### config.mk
export PLATFORM = sky130hd
export DESIGN_NAME = sram_access_arbiter
export DESIGN_NICKNAME = d
export VERILOG_FILES = /design/src/rtl/sram_access_arbiter.sv
export SDC_FILE = /design/constraint.sdc
export NUM_CORES = 1
export LEC_CHECK = 0
export BUFFER_PORTS_ARGS = -buffer_cell sky130_fd_sc_hd__buf_2
export CORE_AREA = 2 2 97 80
export DETAILED_ROUTE_END_ITERATION = 7
export DIE_AREA = 0 0 99 82
export GPL_TIMING_DRIVEN = 0
export HOLD_SLACK_MARGIN = 0.05
export PLACE_DENSITY = 0.83
export SYNTH_ARGS = -nofsm -noshare
export SYNTH_HDL_FRONTEND = slang
export SYNTH_SLANG_ARGS = --single-unit
### constraint.sdc
create_clock -name Clk -period 5.45 [get_ports Clk]
set_clock_uncertainty 0.2 [all_clocks]
set_input_delay 1.09 -clock Clk [delete_from_list [all_inputs] [get_ports Clk]]
set_output_delay 1.09 -clock Clk [all_outputs]
set_load 0.05 [all_outputs]
### src/rtl/sram_access_arbiter.sv
// -----------------------------------------------------------------------------
// sram_access_arbiter
//
// Shares one asynchronous off-chip SRAM between the CPU datapath port and a
// debug/loader port. Requests are arbitrated round-robin. Each granted access
// follows the sequence IDLE -> SETUP -> ACCESS -> DONE -> IDLE:
//   SETUP  : chip selected and the address presented, with no strobe active.
//   ACCESS : Mem_OE low (read) or Mem_WE low with the bus driven (write) for
//            RD_WAIT / WR_WAIT cycles. Read data is captured on the last cycle.
//   DONE   : a one-cycle done pulse goes to the granted requester, and write
//            data is held on the bus.
//
// Ports
//   Clk, Reset              clock, asynchronous active-high reset
//   cpu_req/we/addr/wdata   CPU request (held until cpu_done)
//   cpu_rdata, cpu_done     CPU read data (held until the next CPU read) and
//                           completion pulse
//   dbg_*                   the same set of signals for the debug/loader port
//   sram_addr, sram_dout    SRAM address and write data
//   sram_doe                tristate enable for sram_dout
//   sram_din                data read back from the SRAM bus
//   Mem_CE/UB/LB/OE/WE      SRAM controls, all active-low
// -----------------------------------------------------------------------------
module sram_access_arbiter #(
  parameter int ADDR_W  = 20,
  parameter int DATA_W  = 16,
  parameter int RD_WAIT = 2,
  parameter int WR_WAIT = 2
) (
  input  logic              Clk,
  input  logic              Reset,
  input  logic              cpu_req,
  input  logic              cpu_we,
  input  logic [ADDR_W-1:0] cpu_addr,
  input  logic [DATA_W-1:0] cpu_wdata,
  output logic [DATA_W-1:0] cpu_rdata,
  output logic              cpu_done,
  input  logic              dbg_req,
  input  logic              dbg_we,
  input  logic [ADDR_W-1:0] dbg_addr,
  input  logic [DATA_W-1:0] dbg_wdata,
  output logic [DATA_W-1:0] dbg_rdata,
  output logic              dbg_done,
  output logic [ADDR_W-1:0] sram_addr,
  output logic [DATA_W-1:0] sram_dout,
  output logic              sram_doe,
  input  logic [DATA_W-1:0] sram_din,
  output logic              Mem_CE,
  output logic              Mem_UB,
  output logic              Mem_LB,
  output logic              Mem_OE,
  output logic              Mem_WE
);

  localparam int MAX_WAIT = (RD_WAIT > WR_WAIT) ? RD_WAIT : WR_WAIT;
  localparam int CNT_W    = (MAX_WAIT < 1) ? 1 : $clog2(MAX_WAIT + 1);
  localparam logic [CNT_W-1:0] RD_LOAD = CNT_W'(RD_WAIT - 1);
  localparam logic [CNT_W-1:0] WR_LOAD = CNT_W'(WR_WAIT - 1);

  typedef enum logic [1:0] {
    S_IDLE   = 2'd0,
    S_SETUP  = 2'd1,
    S_ACCESS = 2'd2,
    S_DONE   = 2'd3
  } state_t;

  typedef enum logic {
    G_CPU = 1'b0,
    G_DBG = 1'b1
  } gnt_t;

  state_t            state_q, state_d;
  gnt_t              last_q, last_d;
  gnt_t              gnt_q, gnt_d;
  gnt_t              win;
  logic              we_q, we_d;
  logic [ADDR_W-1:0] addr_q, addr_d;
  logic [DATA_W-1:0] wdata_q, wdata_d;
  logic [CNT_W-1:0]  cnt_q, cnt_d;
  logic [DATA_W-1:0] cpu_rdata_q, cpu_rdata_d;
  logic [DATA_W-1:0] dbg_rdata_q, dbg_rdata_d;

  // Reset clears the address/data registers too, so the SRAM pins come out
  // of reset at a known all-zero value.
  always_ff @(posedge Clk or posedge Reset) begin
    if (Reset) begin
      state_q     <= S_IDLE;
      last_q      <= G_DBG;
      gnt_q       <= G_CPU;
      we_q        <= 1'b0;
      addr_q      <= '0;
      wdata_q     <= '0;
      cnt_q       <= '0;
      cpu_rdata_q <= '0;
      dbg_rdata_q <= '0;
    end else begin
      state_q     <= state_d;
      last_q      <= last_d;
      gnt_q       <= gnt_d;
      we_q        <= we_d;
      addr_q      <= addr_d;
      wdata_q     <= wdata_d;
      cnt_q       <= cnt_d;
      cpu_rdata_q <= cpu_rdata_d;
      dbg_rdata_q <= dbg_rdata_d;
    end
  end

  // Next-state logic. The requester inputs are looked at only in IDLE; from
  // SETUP through DONE everything runs from the latched copies.
  always_comb begin
    state_d     = state_q;
    last_d      = last_q;
    gnt_d       = gnt_q;
    we_d        = we_q;
    addr_d      = addr_q;
    wdata_d     = wdata_q;
    cnt_d       = cnt_q;
    cpu_rdata_d = cpu_rdata_q;
    dbg_rdata_d = dbg_rdata_q;
    win         = G_CPU;

    case (state_q)
      S_IDLE: begin
        if (cpu_req || dbg_req) begin
          // On a tie, the requester that was not served last wins.
          if (cpu_req && dbg_req) begin
            win = (last_q == G_CPU) ? G_DBG : G_CPU;
          end else begin
            win = cpu_req ? G_CPU : G_DBG;
          end
          gnt_d   = win;
          last_d  = win;
          we_d    = (win == G_CPU) ? cpu_we    : dbg_we;
          addr_d  = (win == G_CPU) ? cpu_addr  : dbg_addr;
          wdata_d = (win == G_CPU) ? cpu_wdata : dbg_wdata;
          state_d = S_SETUP;
        end
      end
      S_SETUP: begin
        // The counter is reloaded for every access, so a previous abort never
        // leaves a stale count behind.
        cnt_d   = we_q ? WR_LOAD : RD_LOAD;
        state_d = S_ACCESS;
      end
      S_ACCESS: begin
        if (cnt_q == '0) begin
          if (!we_q) begin
            if (gnt_q == G_CPU) cpu_rdata_d = sram_din;
            else                dbg_rdata_d = sram_din;
          end
          state_d = S_DONE;
        end else begin
          cnt_d = cnt_q - CNT_W'(1);
        end
      end
      S_DONE: begin
        state_d = S_IDLE;
      end
      default: begin
        state_d = S_IDLE;
      end
    endcase
  end

  // Pin decode from registered state only. Mem_OE is low only for a read, and
  // Mem_WE and sram_doe are active only for a write, so the read strobe never
  // overlaps the write strobe or a driven bus.
  always_comb begin
    Mem_CE   = 1'b1;
    Mem_UB   = 1'b1;
    Mem_LB   = 1'b1;
    Mem_OE   = 1'b1;
    Mem_WE   = 1'b1;
    sram_doe = 1'b0;
    cpu_done = 1'b0;
    dbg_done = 1'b0;

    case (state_q)
      S_SETUP: begin
        Mem_CE = 1'b0;
        Mem_UB = 1'b0;
        Mem_LB = 1'b0;
      end
      S_ACCESS: begin
        Mem_CE = 1'b0;
        Mem_UB = 1'b0;
        Mem_LB = 1'b0;
        if (we_q) begin
          Mem_WE   = 1'b0;
          sram_doe = 1'b1;
        end else begin
          Mem_OE = 1'b0;
        end
      end
      S_DONE: begin
        Mem_CE   = 1'b0;
        Mem_UB   = 1'b0;
        Mem_LB   = 1'b0;
        sram_doe = we_q;   // data hold after Mem_WE rises
        cpu_done = (gnt_q == G_CPU);
        dbg_done = (gnt_q == G_DBG);
      end
      default: begin
      end
    endcase
  end

  assign sram_addr = addr_q;
  assign sram_dout = wdata_q;
  assign cpu_rdata = cpu_rdata_q;
  assign dbg_rdata = dbg_rdata_q;

endmodule
Word-level counts from Yosys, hierarchy flattened
Cells that the tools add are included.

storage, ports and cells
  RAM bits = 0
  memory bits (read-only) = 0
  bits in registers = 75
  input bits = 94
  bits in latches = 0
  memories kept = 0

operators by class
  bitwise gates (word level) = 2
  mux-type cells = 21
  shifts and indexed selects = 0
  order comparisons = 0
  equality and inequality tests = 6
  reduce and logical (&&, ||, !) cells = 11
  $add $sub $neg = 1
  $mul = 0
  div/mod/pow operators = 0

operators by type and width
  kind                                                 number
  2-to-1 mux 20 bit                                    1
  2-to-1 mux 16 bit                                    1
  2-to-1 mux 1 bit                                     13
  case mux 2 bit (4 select lines)                      1
  AND reduction 4 bit                                  2
  2-to-1 mux 2 bit                                     3
  != test 2 bit, second input constant                 3
  AND reduction 2 bit                                  3
  equality test 2 bit, second input constant           2
  zero test 2 bit                                      2
  case mux 2 bit (2 select lines)                      1
  OR reduction 3 bit                                   1
  equality test 2 x 1 -> 1 bit, second input constant  1
  inverter 1 bit                                       2
  case mux 1 bit (2 select lines)                      1
  nonzero test 2 bit                                   1
  subtractor 2 x 1 -> 2 bit, second input constant     1
  logical AND 1 bit                                    1
  logical OR 1 bit                                     1

Longest topological paths before layout
Gate-level depths: netlist of run 1.

  word-level depth = 5
  depth in mapped cells = 7
  depth with buffers taken out = 5

Least setup slack after synthesis of run 1
No wires, ideal clock.

  path type = flip-flop to output port
  start point = reg state_q[0]
  end point = out Mem_LB
  cell stages (with the launch flop) = 4
  path buffers = 1
  slack = 2.844 ns
  required time = 4.160 ns
  arrival time = 1.316 ns
  cell sequence = dfrtp_1 inv_1 ha_1 buf_4

between the ends
  word-level cells in the longest chain between the ends = 3

ends and longest elaborated chain
  item                                                                 RTL line  RTL
  start: declaration                                                   72        state_t state_q, state_d;
  start signal: assignment                                             97        state_q <= state_d;
  equality test 2 bit or equality test 2 x 1 -> 1 bit (tied branches)  n/a
  OR reduction 3 bit (no line) *                                       n/a
  2-to-1 mux 1 bit *                                                   n/a
  end: declaration                                                     50        output logic Mem_LB,

Every way passes the cells marked *; elsewhere a longest branch is shown, timed or not.

Worst setup path after layout of run 1
  start point = reg state_q[0]
  end point = out sram_doe

between the ends
  word-level cells in the longest chain between the ends = 2

ends and longest elaborated chain
  item                               RTL line  RTL
  equality test 2 bit                179       case (state_q)
  case mux 1 bit (2 select lines) *  179
  end: declaration                   46        output logic sram_doe,

Marks and branches as above.

==> results.toml, run 1 <==
[logic_synthesis]
yosys.area.top_type = "dfrtp_1"
synth_cells = 321
synthMuxAreaShare = 0.1151
synth.most_common_cell = "dfrtp_1"
synth_seq_cells = 75
synthTopCellsByCount = "dfrtp_1, a31oi_1, nor2_1"
synth_area_leaders = "dfrtp_1, mux2_2, a31oi_1"
ys_seq_area_frac = 0.5500
syn_nets = 422
synth_ff_type = "dfrtp_1"
avgSynthCellArea_um2 = 10.64
ys_async_sr_fraction = 1.000
ys_types = 27
yosys.area_share.simple = 0.1231
synth_xor_area_frac = 0
synth_top_family_by_area = "compound AO/OA/AOI/OAI gates"
yosysWarnings = 0
synth_edf_count = 0
yosys.area.top_type_share = 0.5423
synth-adder-area-share = 0.02565
netlist_area_um2 = 3415
synth_compound_area_frac = 0.1367

[power]
p_comb_frac = 0.582
peakVddDrop_v = 0.0003146
total_power_mw = 3.349
p_int_mw = 1.547
leakagePower_nw = 2.236
p_seq_frac = 0.293
p_switching_mw = 1.803
switching_share = 0.5382
powerDensity_nw_per_um2 = 734.6
p_clk_frac = 0.125

[floorplanning]
die_w_um = 99
ios = 170
dieHeight_um = 82
design.core.area_um2 = 7182
start_util = 0.4754
rows = 28
die-area_um2 = 8118

[critical_path]
worstPathRequired_ps = 4160
critPathLaunchType = "flip-flop"
cp-end-kind = "primary output"
crit_type = "reg -> out"
path_max_fanout = 5
arrival_ps = 1570

[routing]
post-route-drc-count = 0
totalWireLength_mm = 9.518
vias_per_cell = 5.298
final_antenna_net_count = 0
drt-pass1-iter-count = 5
drt_iter0_drc = 126
num_vias = 3147
detail_route.wl_per_cell_um = 16.02

[clocking]
clkLatencyLatePin_ps = 340
cts_resized = 0
root_buffer = "clkbuf_8"
ctsHoldBuffers = 0
cts_buffer_depth = 2
cts_made_buffers = 9
cts_max_level = 3
clk_pin_slew_ps = 80
cts_sinks = 75
cts_tree = "yes"
post_cts_buffers = 0

[final_layout]
synthToLayoutAreaGrowth_pct = 33.53
nNetsFinal = 601
finalNonFillerCells = 594
fillers = 596
antenna_cells = 0
layout-drive-gt1-share = 0.4663
seq_area_um2 = 1878
multi_input_area_um2 = 1368
post-route-util = 0.6348

[global_routing]
antenna_found_initial = 0
grt-ovfl-total = 0
grt_use_total = 0.2390
grt_max_degree = 76
grt_pass1_vias = 2965
grt_pass1_wl_mm = 15.07

[placement]
gp_congestion = 0.8296
portBuffers = 168
dp_slack_ps = 2859
placedCellCount = 579
dp.final_hpwl_mm = 7.056

[hold_path]
hold_class = "reg -> reg"

[timing]
finalSetupViolCount = 0
hold_viol = 0
timing.final.max_slew_violations = 0
slew_headroom = 0.3870
worst_slew_pin_slew_ps = 919.5
fin_crit_sh = 0.5244
timing.fmax_mhz = 349.9
min_period_ps = 2858
fin_setup_tns_ps = 0
rsz0062_at_grt = "no"
setup_ws_ps = 2592

[run]
max_cap_viol_count = 0

[run_status]
outcome = "completed"
[per-layer routing]
metal	wire length, um	share of wire	track usage	up-vias
met4	98	0.010	0.07671	0
met2	4372	0.46	0.3736	160
li1	-	-	-	1501
met1	4177	0.44	0.3317	1477
met3	870	0.091	0.05872	9
met5	0	0	0	-
[final timing paths]
kind,startpoint,end,slack (ps),cells past startpoint
max,state_q[0]$_DFFE_PP0P_,sram_doe,2590,4
min,cpu_rdata[13]$_DFFE_PP0P_,cpu_rdata[13]$_DFFE_PP0P_,310,1
max reg2reg,state_q[0]$_DFFE_PP0P_,cpu_rdata[5]$_DFFE_PP0P_,3210,6
min reg2reg,cpu_rdata[13]$_DFFE_PP0P_,cpu_rdata[13]$_DFFE_PP0P_,310,1
max in group asynchronous,Reset,sram_addr[0]$_DFFE_PP0P_,3700,2
min in group asynchronous,Reset,cpu_rdata[1]$_DFFE_PP0P_,740,2
[logic make-up after synthesis]
| kind of cell | after synthesis |
|---|---|
| AND/OR/NAND/NOR | 88 |
| AO/OA/AOI/OAI | 81 |
| flip-flops | 75 |
| buffers and inverters | 35 |
| multiplexers | 35 |
| adder cells (fa/ha/maj) | 7 |
[worst max-delay path: stages, from the launching register on]
cell,delay (ps)
dfrtp_1,420
inv_1,140
ha_1,270
o21a_1,140
buf_2,250
[placed cells by master (no fill, tap or decap), drive strengths merged]
| master | instances |
|---|---|
| bufinv | 1 |
| nand2 | 3 |
| nor2b | 1 |
| buf | 183 |
| a21oi | 1 |
| a31oi | 39 |
| dfstp | 1 |
| o21a | 3 |
| nand4b | 1 |
| and2b | 1 |
| dfrtp | 74 |
| clkinvlp | 1 |
| nor3b | 1 |
| mux2i | 1 |
| nand3 | 37 |
| nor2 | 39 |
| o32a | 1 |
| nor3 | 1 |
| clkinv | 3 |
| nand2b | 3 |
| ha | 7 |
| inv | 8 |
| and2 | 1 |
| mux2 | 34 |
| o21ai | 37 |
| clkbuf | 22 |
[stage by stage]
step	hold slack [ps]	area, um2
4_1_cts	305.8	4559
2_1_floorplan	285.8	3415
3_5_place_dp	286.9	4370
3_3_place_gp	281.7	4368
6_report	305.0	4559
5_1_grt	324.1	4559
[sequential cells by signal, summed over array words and instances, names as in the netlist]
| register | cells |
|---|---|
| we_q | 1 |
| sram_dout | 16 |
| dbg_rdata | 16 |
| gnt_q | 1 |
| state_q | 2 |
| sram_addr | 20 |
| last_q | 1 |
| cpu_rdata | 16 |
| cnt_q | 2 |
[final cells by class]
class / count / area share
multi-input cells: 211 / 0.2999
repair buffers: 168 / 0.1844
inverters: 7 / 0.006312
well taps: 90 / 0.02470
plain buffers: 28 / 0.03128
flip-flops and latches: 75 / 0.4119
clock buffers: 9 / 0.02717
clock inverters: 6 / 0.01427
[power groups by stage]
stage	Combinational, mW	Sequential [mW]	Clock [mW]
finish	1.95	0.981	0.419
floorplan	0.637	1.83	0
CTS	1.96	0.980	0.426
detailed placement	1.96	0.987	0
global placement	1.93	0.975	0
global route	2.07	1.01	0.447
(Power assumes the default switching activity.)
==> run 2: changes to the inputs <==
ABC_AREA = 1   (was unset)
CORE_AREA = 2 2 111 91   (was 2 2 97 80)
DIE_AREA = 0 0 113 93   (was 0 0 99 82)
PLACE_DENSITY = 0.75   (was 0.83)
clock period = 2.35 ns   (was 5.45 ns; I/O delays follow)
==> run 2 against run 1 <==
The flow now finishes with violations (design-rule violations); register-to-register slack got worse by 2500 ps; highest routed layer unchanged; wire length increased by 6.1%; hold slack got worse by 220 ps; design area increased by 17%; final cell count increased by 35%; clock power increased to 4.1 times the previous value; setup slack got worse by 2400 ps; utilization decreased by 6.9 points; via count increased by 18%; first-iteration DRC count increased by 55%; synthesized area increased by 16%; sequential power increased by 140%.
==> results.toml, run 2 <==
[run_status]
outcome = "complete, but fails checks"
violations = "design-rule violations"

[floorplanning]
ios = 170
die_w_um = 113
die-area_um2 = 10510
start_util = 0.4183
design.core.area_um2 = 9449
rows = 32
dieHeight_um = 93

[placement]
portBuffers = 169
dp_slack_ps = 442.6
placed_area_um2 = 4971
gp_congestion = 0.7827
dp.final_hpwl_mm = 7.709

[logic_synthesis]
ys_async_sr_fraction = 1.000
synthTopCellsByCount = "nand2_1, inv_1, nand3_1"
synth_seq_cells = 75
synth.most_common_cell = "nand2_1"
ys_seq_area_frac = 0.4752
synth_edf_count = 0
yosysWarnings = 0
yosys.area.top_type = "dfrtp_1"
ys_types = 20
netlist_area_um2 = 3953
synth_ff_type = "dfrtp_1"
syn_nets = 595
yosys.area.top_type_share = 0.4685
synth_cells = 494
avgSynthCellArea_um2 = 8.001
synth_area_leaders = "dfrtp_1, nand2_1, inv_1"

[critical_path]
critPathLaunchType = "flip-flop"
crit_type = "reg -> out"
cp-end-kind = "primary output"
worstPathRequired_ps = 1680
r2r_start = "state_q[0]$_DFFE_PP0P_"
arrival_ps = 1530
r2r_slack_ps = 680
r2r-end = "dbg_rdata[1]$_DFFE_PP0P_"
r2r_cells = 8
path_max_fanout = 5

[timing]
timing.final.max_slew_violations = 0
hold_viol = 0
rsz0062_at_grt = "no"
slew_headroom = 0.4670
timing.fmax_mhz = 455.2
finalSetupViolCount = 0
worst_slew_pin_slew_ps = 797.9
setup_ws_ps = 153.0
fin_crit_sh = 0.9349
fin_setup_tns_ps = 0
min_period_ps = 2197

[final_layout]
design_area_um2 = 5345
layout-drive-gt1-share = 0.3809
fillers = 866
multi_input_area_um2 = 1458
synthToLayoutAreaGrowth_pct = 35.23
largest_reg_flops = 20
nNetsFinal = 776
antenna_cells = 0
layout_commonest_cell = "buf_2"
seq_area_um2 = 1878
mostFrequentLayoutCells = "buf_2, nand2_1, inv_1"

[hold_path]
hold_class = "in -> async"

[power]
p_clk_frac = 0.193
peakVddDrop_v = 0.0006543
total_power_mw = 8.864
p_switching_mw = 4.553
leakagePower_nw = 3.204
powerDensity_nw_per_um2 = 1658
p_int_mw = 4.311
p_comb_frac = 0.544
switching_share = 0.5137
p_seq_frac = 0.263

[clocking]
cts_max_level = 3
clkLatencyLatePin_ps = 330
cts_sinks = 75
cts_tree = "yes"
cts_buffer_depth = 2
clk_pin_slew_ps = 60
root_buffer = "clkbuf_16"
cts_made_buffers = 9

[routing]
totalWireLength_mm = 10.10
vias_per_cell = 4.646
detail_route.wl_per_cell_um = 12.64
final_antenna_net_count = 0
post-route-drc-count = 9
drt_iter0_drc = 195
num_vias = 3712
drt-pass1-iter-count = 7

[global_routing]
grt_pass1_vias = 3613
grt_use_total = 0.1959
grt-ovfl-total = 0
grt_pass1_wl_mm = 16.57
antenna_found_initial = 0
grt_max_degree = 42

[run]
max_cap_viol_count = 0
## run 2: changes by cell type after synthesis, moves of 12 or more
cell / before / now
inv_1: 7 / 103
nand2_1: 3 / 152
mux2_2: 34 / 0
a31oi_1: 39 / 0
nand3_1: 37 / 75
clkbuf_1: 13 / 1
o21ai_2: 0 / 32
nor2_1: 39 / 4
o21ai_0: 32 / 4
## run 2: logic make-up after synthesis
logic type	count (synthesis)	share of synthesized area
and+or+nand+nor	240	0.2643
buffers and inverters	132	0.1567
DFF	75	0.4752
AOI/OAI and AO/OA	40	0.08167
adders and majority gates	7	0.02216
## run 2: per-layer routing
layer	wire (um)	vias to the layer above	track usage
met1	4590	1711	0.2574
met4	170	0	0.06504
met5	0	-	0
met2	4791	127	0.3318
li1	-	1859	-
met3	549	15	0.03240
## run 2: what timing repair did
| item | in CTS | in global routing |
|---|---|---|
| endpoints found under the setup margin | 0 | 1 |
| resized for setup | 0 | 2 |
| buffers inserted | 0 | 0 |
| hold buffers | 0 | 0 |
| endpoints found under the hold margin | 0 | 0 |
## run 2: how the worst max path moves through the flow
stage	start	end	slack (ps)	cells after the start
after global placement	Reset	sram_addr[16]$_DFFE_PP0P_	320	2
after detailed placement	state_q[0]$_DFFE_PP0P_	Mem_OE	440	6
final	state_q[1]$_DFFE_PP0P_	Mem_LB	150	4
after floorplan	state_q[0]$_DFFE_PP0P_	Mem_LB	360	3
after CTS	state_q[0]$_DFFE_PP0P_	Mem_OE	80	6
after global routing	state_q[0]$_DFFE_PP0P_	Mem_OE	50	6
## run 2: cell type report
cell class | count | share of cell area
Sequential cell | 75 | 0.3514
Inverter | 104 | 0.07374
Buffer | 28 | 0.04284
Multi-Input combinational cell | 287 | 0.2727
Clock inverter | 7 | 0.02739
Clock buffer | 9 | 0.04213
Timing Repair Buffer | 170 | 0.1620
Tap cell | 119 | 0.02786
## run 2: power groups by stage
stage,combinational (mW),clock [mW],sequential (mW)
after detailed placement,4.86,0,2.33
after global routing,5.18,1.80,2.40
after floorplan,1.72,0,4.31
final,4.82,1.71,2.33
after CTS,4.86,1.76,2.32
after global placement,4.77,0,2.31
## run 2: worst max-delay path, cell delays in order, from the launching register on
cell and delay (ps):
dfrtp_1 420, inv_1 120, ha_1 260, buf_4 140, buf_2 250
## run 2: through the flow
stage | utilization | std cells | hold WS (ps)
3_5_place_dp | 0.5261 | 783 | 261.1
2_1_floorplan | - | 494 | 253.0
5_1_grt | 0.5657 | 799 | 132.6
3_3_place_gp | 0.5240 | 782 | 259.9
6_report | 0.5657 | 799 | 80.14
4_1_cts | 0.5654 | 799 | 98.53
